[config.mk]
export PLATFORM = sky130hd
export DESIGN_NAME = or1200_enc_seed_buf_flat
export DESIGN_NICKNAME = d
export VERILOG_FILES = /design/src/rtl/or1200_enc_seed_buf_if.sv /design/src/rtl/or1200_enc_seed_buf.sv /design/src/flat_wrapper.sv
export SDC_FILE = /design/constraint.sdc
export NUM_CORES = 1
export LEC_CHECK = 0
export ABC_CLOCK_PERIOD_IN_PS = 3900
export CAP_MARGIN = 10
export CORE_MARGIN = 3
export CORE_UTILIZATION = 40
export CTS_CLUSTER_DIAMETER = 80
export CTS_CLUSTER_SIZE = 12
export DETAILED_ROUTE_END_ITERATION = 16
export GPL_ROUTABILITY_DRIVEN = 0
export RECOVER_POWER = 50
export SKIP_LAST_GASP = 1
export SYNTH_ARGS = -nofsm -noshare
export SYNTH_HDL_FRONTEND = slang
export SYNTH_SLANG_ARGS = --single-unit
[constraint.sdc]
create_clock -name clk -period 3.9 [get_ports clk]
set_clock_uncertainty 0.05 [all_clocks]
set_input_delay 0.585 -clock clk [delete_from_list [all_inputs] [get_ports clk]]
set_output_delay 0.585 -clock clk [all_outputs]
set_load 0.02 [all_outputs]
[src/rtl/or1200_enc_seed_buf_if.sv]
// Seed buffer bus: pipeline-side push triplet plus load/store engine handshakes.
interface or1200_enc_seed_buf_if #(
  parameter int unsigned AW = 2
);
  logic [31:0] seedIn;
  logic [4:0]  seedAddr;
  logic [10:0] seedImm;
  logic        seed_read;
  logic        full;
  logic        load_valid;
  logic        load_ready;
  logic        store_valid;
  logic        store_ready;
  logic [31:0] seedIn_out;
  logic [4:0]  seedAddr_out;
  logic [10:0] seedImm_out;
  logic [AW:0] count;
  logic        overflow;

  modport master (
    output seedIn, seedAddr, seedImm, seed_read, load_ready, store_ready,
    input  full, load_valid, store_valid, seedIn_out, seedAddr_out, seedImm_out,
           count, overflow
  );

  modport slave (
    input  seedIn, seedAddr, seedImm, seed_read, load_ready, store_ready,
    output full, load_valid, store_valid, seedIn_out, seedAddr_out, seedImm_out,
           count, overflow
  );
endinterface

[src/rtl/or1200_enc_seed_buf.sv]
// Seed triplet FIFO feeding the load/store encryption engines, routed by seedImm[10].
// Optional same-cycle bypass when empty: define OR1200_ENC_SEED_BUF_BYPASS_EN.
module or1200_enc_seed_buf #(
  parameter int unsigned DEPTH = 4,
  parameter int unsigned AW    = 2
) (
  input logic                    clk,
  input logic                    rst,
  or1200_enc_seed_buf_if.slave   bus
);

  typedef struct packed {
    logic [10:0] imm;
    logic [4:0]  addr;
    logic [31:0] seed;
  } entry_t;

  entry_t        mem [DEPTH];
  logic [AW-1:0] rd_ptr;
  logic [AW-1:0] wr_ptr;
  logic [AW:0]   cnt;
  logic          ovf;

  entry_t din;
  entry_t stored;
  entry_t head;
  logic   head_vld;
  logic   empty;
  logic   full_c;
  logic   lv;
  logic   sv;
  logic   sel_pop;
  logic   pop;
  logic   push;
  logic   drop;

  assign din    = {bus.seedImm, bus.seedAddr, bus.seedIn};
  assign stored = mem[rd_ptr];
  assign empty  = (cnt == '0);
  assign full_c = (cnt == (AW+1)'(DEPTH));

`ifdef OR1200_ENC_SEED_BUF_BYPASS_EN
  logic byp;
  assign byp = rst & empty & bus.seed_read;

  // Incoming triplet is presented directly while the queue is empty
  always_comb begin
    head     = '0;
    head_vld = 1'b0;
    if (byp) begin
      head     = din;
      head_vld = 1'b1;
    end else if (!empty) begin
      head     = stored;
      head_vld = 1'b1;
    end
  end
`else
  assign head     = empty ? '0 : stored;
  assign head_vld = !empty;
`endif

  assign lv      = head_vld &  head.imm[10];
  assign sv      = head_vld & !head.imm[10];
  assign sel_pop = (lv & bus.load_ready) | (sv & bus.store_ready);

`ifdef OR1200_ENC_SEED_BUF_BYPASS_EN
  // A bypassed triplet that is accepted never touches storage
  assign pop  = sel_pop & !byp;
  assign push = bus.seed_read & (!full_c | sel_pop) & !(byp & sel_pop);
`else
  assign pop  = sel_pop;
  assign push = bus.seed_read & (!full_c | pop);
`endif

  assign drop = bus.seed_read & full_c & !sel_pop;

  always_ff @(posedge clk) begin
    if (!rst) begin
      rd_ptr <= '0;
      wr_ptr <= '0;
      cnt    <= '0;
      ovf    <= 1'b0;
    end else begin
      if (push) wr_ptr <= wr_ptr + AW'(1);
      if (pop)  rd_ptr <= rd_ptr + AW'(1);
      case ({push, pop})
        2'b10:   cnt <= cnt + (AW+1)'(1);
        2'b01:   cnt <= cnt - (AW+1)'(1);
        default: cnt <= cnt;
      endcase
      if (drop) ovf <= 1'b1;
    end
  end

  // Entry storage is intentionally left uninitialised by reset
  always_ff @(posedge clk) begin
    if (rst && push) mem[wr_ptr] <= din;
  end

  assign bus.full         = full_c;
  assign bus.load_valid   = lv;
  assign bus.store_valid  = sv;
  assign bus.seedIn_out   = head.seed;
  assign bus.seedAddr_out = head.addr;
  assign bus.seedImm_out  = head.imm;
  assign bus.count        = cnt;
  assign bus.overflow     = ovf;

endmodule

[src/flat_wrapper.sv]
// flat-port wrapper written by rule: the top's interface ports become plain ports
module or1200_enc_seed_buf_flat 
#(
  parameter int unsigned DEPTH = 4,
  parameter int unsigned AW    = 2
)
  (clk, rst, bus_seedIn, bus_seedAddr, bus_seedImm, bus_seed_read, bus_load_ready, bus_store_ready, bus_full, bus_load_valid, bus_store_valid, bus_seedIn_out, bus_seedAddr_out, bus_seedImm_out, bus_count, bus_overflow);
  or1200_enc_seed_buf_if #(.AW(AW)) bus_i ();
  input logic clk;
  input logic rst;
  input wire logic [$bits(bus_i.seedIn)-1:0] bus_seedIn;
  input wire logic [$bits(bus_i.seedAddr)-1:0] bus_seedAddr;
  input wire logic [$bits(bus_i.seedImm)-1:0] bus_seedImm;
  input wire logic [$bits(bus_i.seed_read)-1:0] bus_seed_read;
  input wire logic [$bits(bus_i.load_ready)-1:0] bus_load_ready;
  input wire logic [$bits(bus_i.store_ready)-1:0] bus_store_ready;
  output wire logic [$bits(bus_i.full)-1:0] bus_full;
  output wire logic [$bits(bus_i.load_valid)-1:0] bus_load_valid;
  output wire logic [$bits(bus_i.store_valid)-1:0] bus_store_valid;
  output wire logic [$bits(bus_i.seedIn_out)-1:0] bus_seedIn_out;
  output wire logic [$bits(bus_i.seedAddr_out)-1:0] bus_seedAddr_out;
  output wire logic [$bits(bus_i.seedImm_out)-1:0] bus_seedImm_out;
  output wire logic [$bits(bus_i.count)-1:0] bus_count;
  output wire logic [$bits(bus_i.overflow)-1:0] bus_overflow;
  assign bus_i.seedIn = bus_seedIn;
  assign bus_i.seedAddr = bus_seedAddr;
  assign bus_i.seedImm = bus_seedImm;
  assign bus_i.seed_read = bus_seed_read;
  assign bus_i.load_ready = bus_load_ready;
  assign bus_i.store_ready = bus_store_ready;
  assign bus_full = bus_i.full;
  assign bus_load_valid = bus_i.load_valid;
  assign bus_store_valid = bus_i.store_valid;
  assign bus_seedIn_out = bus_i.seedIn_out;
  assign bus_seedAddr_out = bus_i.seedAddr_out;
  assign bus_seedImm_out = bus_i.seedImm_out;
  assign bus_count = bus_i.count;
  assign bus_overflow = bus_i.overflow;
  or1200_enc_seed_buf #(.DEPTH(DEPTH), .AW(AW)) u_core (.clk(clk), .rst(rst), .bus(bus_i));
endmodule
==> results.ini <==
[sta]
fin_tns_setup_ps = 0
tightestPinTransition_ps = 867
hold_viol_final = 0
max_slew_margin = 0.422
fin_ws_ps = 647
max_freq_mhz = 307
min_period_ps = 3250
rsz0062_at_grt = false
setup_violations = 0
drv_slew = 0
timing.final.crit_share = 0.834

[power]
total_power_uw = 6630
power_frac_comb = 0.345
netSwitchingFraction = 0.297
p_leak_uw = 0.00309
pwr-share-seq = 0.391
max-vdd-ir-drop_v = 0.000352
power-per-cell-area_nw_per_um2 = 675
p_int_uw = 4660
p_switching_uw = 1970
p_clk_frac = 0.264

[logic_synthesis]
synth-warning-count = 0
synth_seq_area_share = 0.765
yosys.area.top_type_share = 0.739
synth.largest_area_cell = edfxtp_1
ys_top_cells_by_area = edfxtp_1 (74%), mux4_2 (14%), nor2b_1 (3.9%)
synth_flop_cell = edfxtp_1
synth.avg_cell_area_um2 = 21.3
syn_area_um2 = 7800
synth_edf_count = 192
synth_seq_cells = 202
synthDistinctLibCells = 34
synth_cells = 367
syn_nets = 426
synthArstFlopShare = 0

[drt]
vias = 3800
avgRoutedWirePerCell_um = 19.3
drc = 0
viasPerCell = 5.00
first_iter_violations = 176
wirelength_um = 14700
ant_nets = 0
firstDrtPassIters = 4

[setup_path]
r2r_slack_ps = 660
setup.worst_path.end_class = output pin
critPathLaunchType = register
cp.arrival_ps = 2620
critPathKind = register to output pin
r2r_end = u_core.mem[3][22]
cp.required_ps = 3260
reg2reg_depth = 5
cp_max_fo = 47

[cts]
tritoncts = done
clock-sinks = 202
cts_setup_buffers = 0
cts_buffers = 20
ctsResizeCount = 0
hold_buffers = 0
clk_latency_ps = 480
clockRootBuffer = clkbuf_16
clk_pin_slew_ps = 60
cts_max_level = 1
clockBufferDepth = 3

[outcome]
status = complete, no violations

[finish]
final_core_util = 0.518
fin_nets = 545
drive_above_1_share = 0.166
fin_cells = 760
antenna_cells = 0
area_growth_pct = 25.9

[place]
io_buffers = 107
dp.cells = 724
dp_slack_ps = 1100
dp_hpwl_um = 8640

[flow_run]
max_cap_violations = 0

[global_routing]
antenna_found_initial = 2
grt_max_degree = 48
grt_overflow_total = 0
grt_pass1_wl_um = 23600
track_usage = 0.139
grt_pass1_vias = 4215

[floorplanning]
die-area_um2 = 21200
initial_utilization = 0.412
die_x_um = 146
core_area_um2 = 19000
die_height_um = 146
num_rows = 50
ios = 108

[worst_hold_path]
whs_endpoint = u_core.bus.overflow
hp-start = u_core.bus.overflow
whs_path_depth = 2
hold_path.class = register to register

==> area by class of cell <==
type	count	area (um^2)
clock buffer	36	592
timing repair buffer	115	1190
fill	1560	9140
inverter	6	22.5
multi-input combinational	141	1720
tap	260	325
sequential	202	5970
==> stage by stage <==
| step | hold slack (ps) | area (um^2) |
|---|---|---|
| global route | 423 | 9820 |
| global placement | 397 | 9250 |
| floorplan | 395 | 7800 |
| detailed placement | 396 | 9250 |
| CTS | 405 | 9840 |
| finish | 400 | 9820 |
==> synth_stat cells, drive strengths merged, types with 2 or more instances <==
cell type	instances
nand2	6
nand3	2
inv	6
a21boi	2
and2	2
ha	5
mux2i	5
mux4	48
buf	9
dfxtp	10
nor2	2
o21ai	3
clkbuf	9
edfxtp	192
nand2b	2
and3	5
nor2b	49
==> worst max-delay path: stages (launching register included) <==
cell             delay (ps)
dfxtp_2                 330
buf_4                   590
mux4_2                  320
nor2b_1                 240
clkdlybuf4s50_1         650
==> power by group through the flow <==
stage,registers (uW),clock network [uW],logic [uW]
floorplan,2640,0,1370
global placement,2630,0,2370
detailed placement,2640,0,2370
CTS,2590,1810,2380
global route,2600,1910,2460
finish,2590,1750,2290
==> registers in the layout, indices dropped and copies added (netlist names), named ones only <==
register and cells:
u_core.bus.count 3, u_core.bus.overflow 1, u_core.mem 192, u_core.rd_ptr 2, u_core.wr_ptr 2
==> layout by cell type, fill, tap and decap left out, types with 2 or more instances in the layout <==
master	n
ha_1	5
nor2_1	2
buf_12	5
clkdlybuf4s50_1	55
dfxtp_1	9
clkbuf_16	21
mux4_2	48
nand3_1	2
buf_4	3
edfxtp_1	192
inv_2	2
o21ai_0	2
clkbuf_1	14
nand2b_1	2
dlygate4sd3_1	52
and2_1	2
nand2_1	6
inv_1	4
and3_1	4
mux2i_1	5
nor2b_1	49
==> metal layers <==
layer,up-vias,share of wire,GRT usage
li1,1708,-,-
met1,1975,0.44,0.191
met2,90,0.49,0.231
met3,23,0.051,0.0336
met4,4,0.012,0.0266
met5,-,0.00095,0
==> how the worst max path moves through the flow <==
stage	from	end	slack, ps	depth (start not counted)
global route	register	u_core.mem[0][31]	440	5
finish	register	bus_seedImm_out[3]	650	4
floorplan	register	u_core.mem[1][0]	860	4
CTS	register	bus_seedImm_out[3]	580	4
detailed placement	register	bus_seedImm_out[3]	1100	4
global placement	register	bus_seedImm_out[3]	1110	4
==> logic make-up (layout without fill, tap and decap cells) <==
kind of cell / Yosys count / in the layout / share of synthesized area
flops: 202 / 202 / 0.765
simple gates: 73 / 73 / 0.0561
mux: 53 / 53 / 0.147
buf+inv: 24 / 157 / 0.0135
compound gates: 7 / 7 / 0.00626
fa+ha+maj: 6 / 6 / 0.0106
xor+xnor: 2 / 2 / 0.00225
Note: power is estimated with default switching activity, not from simulation.
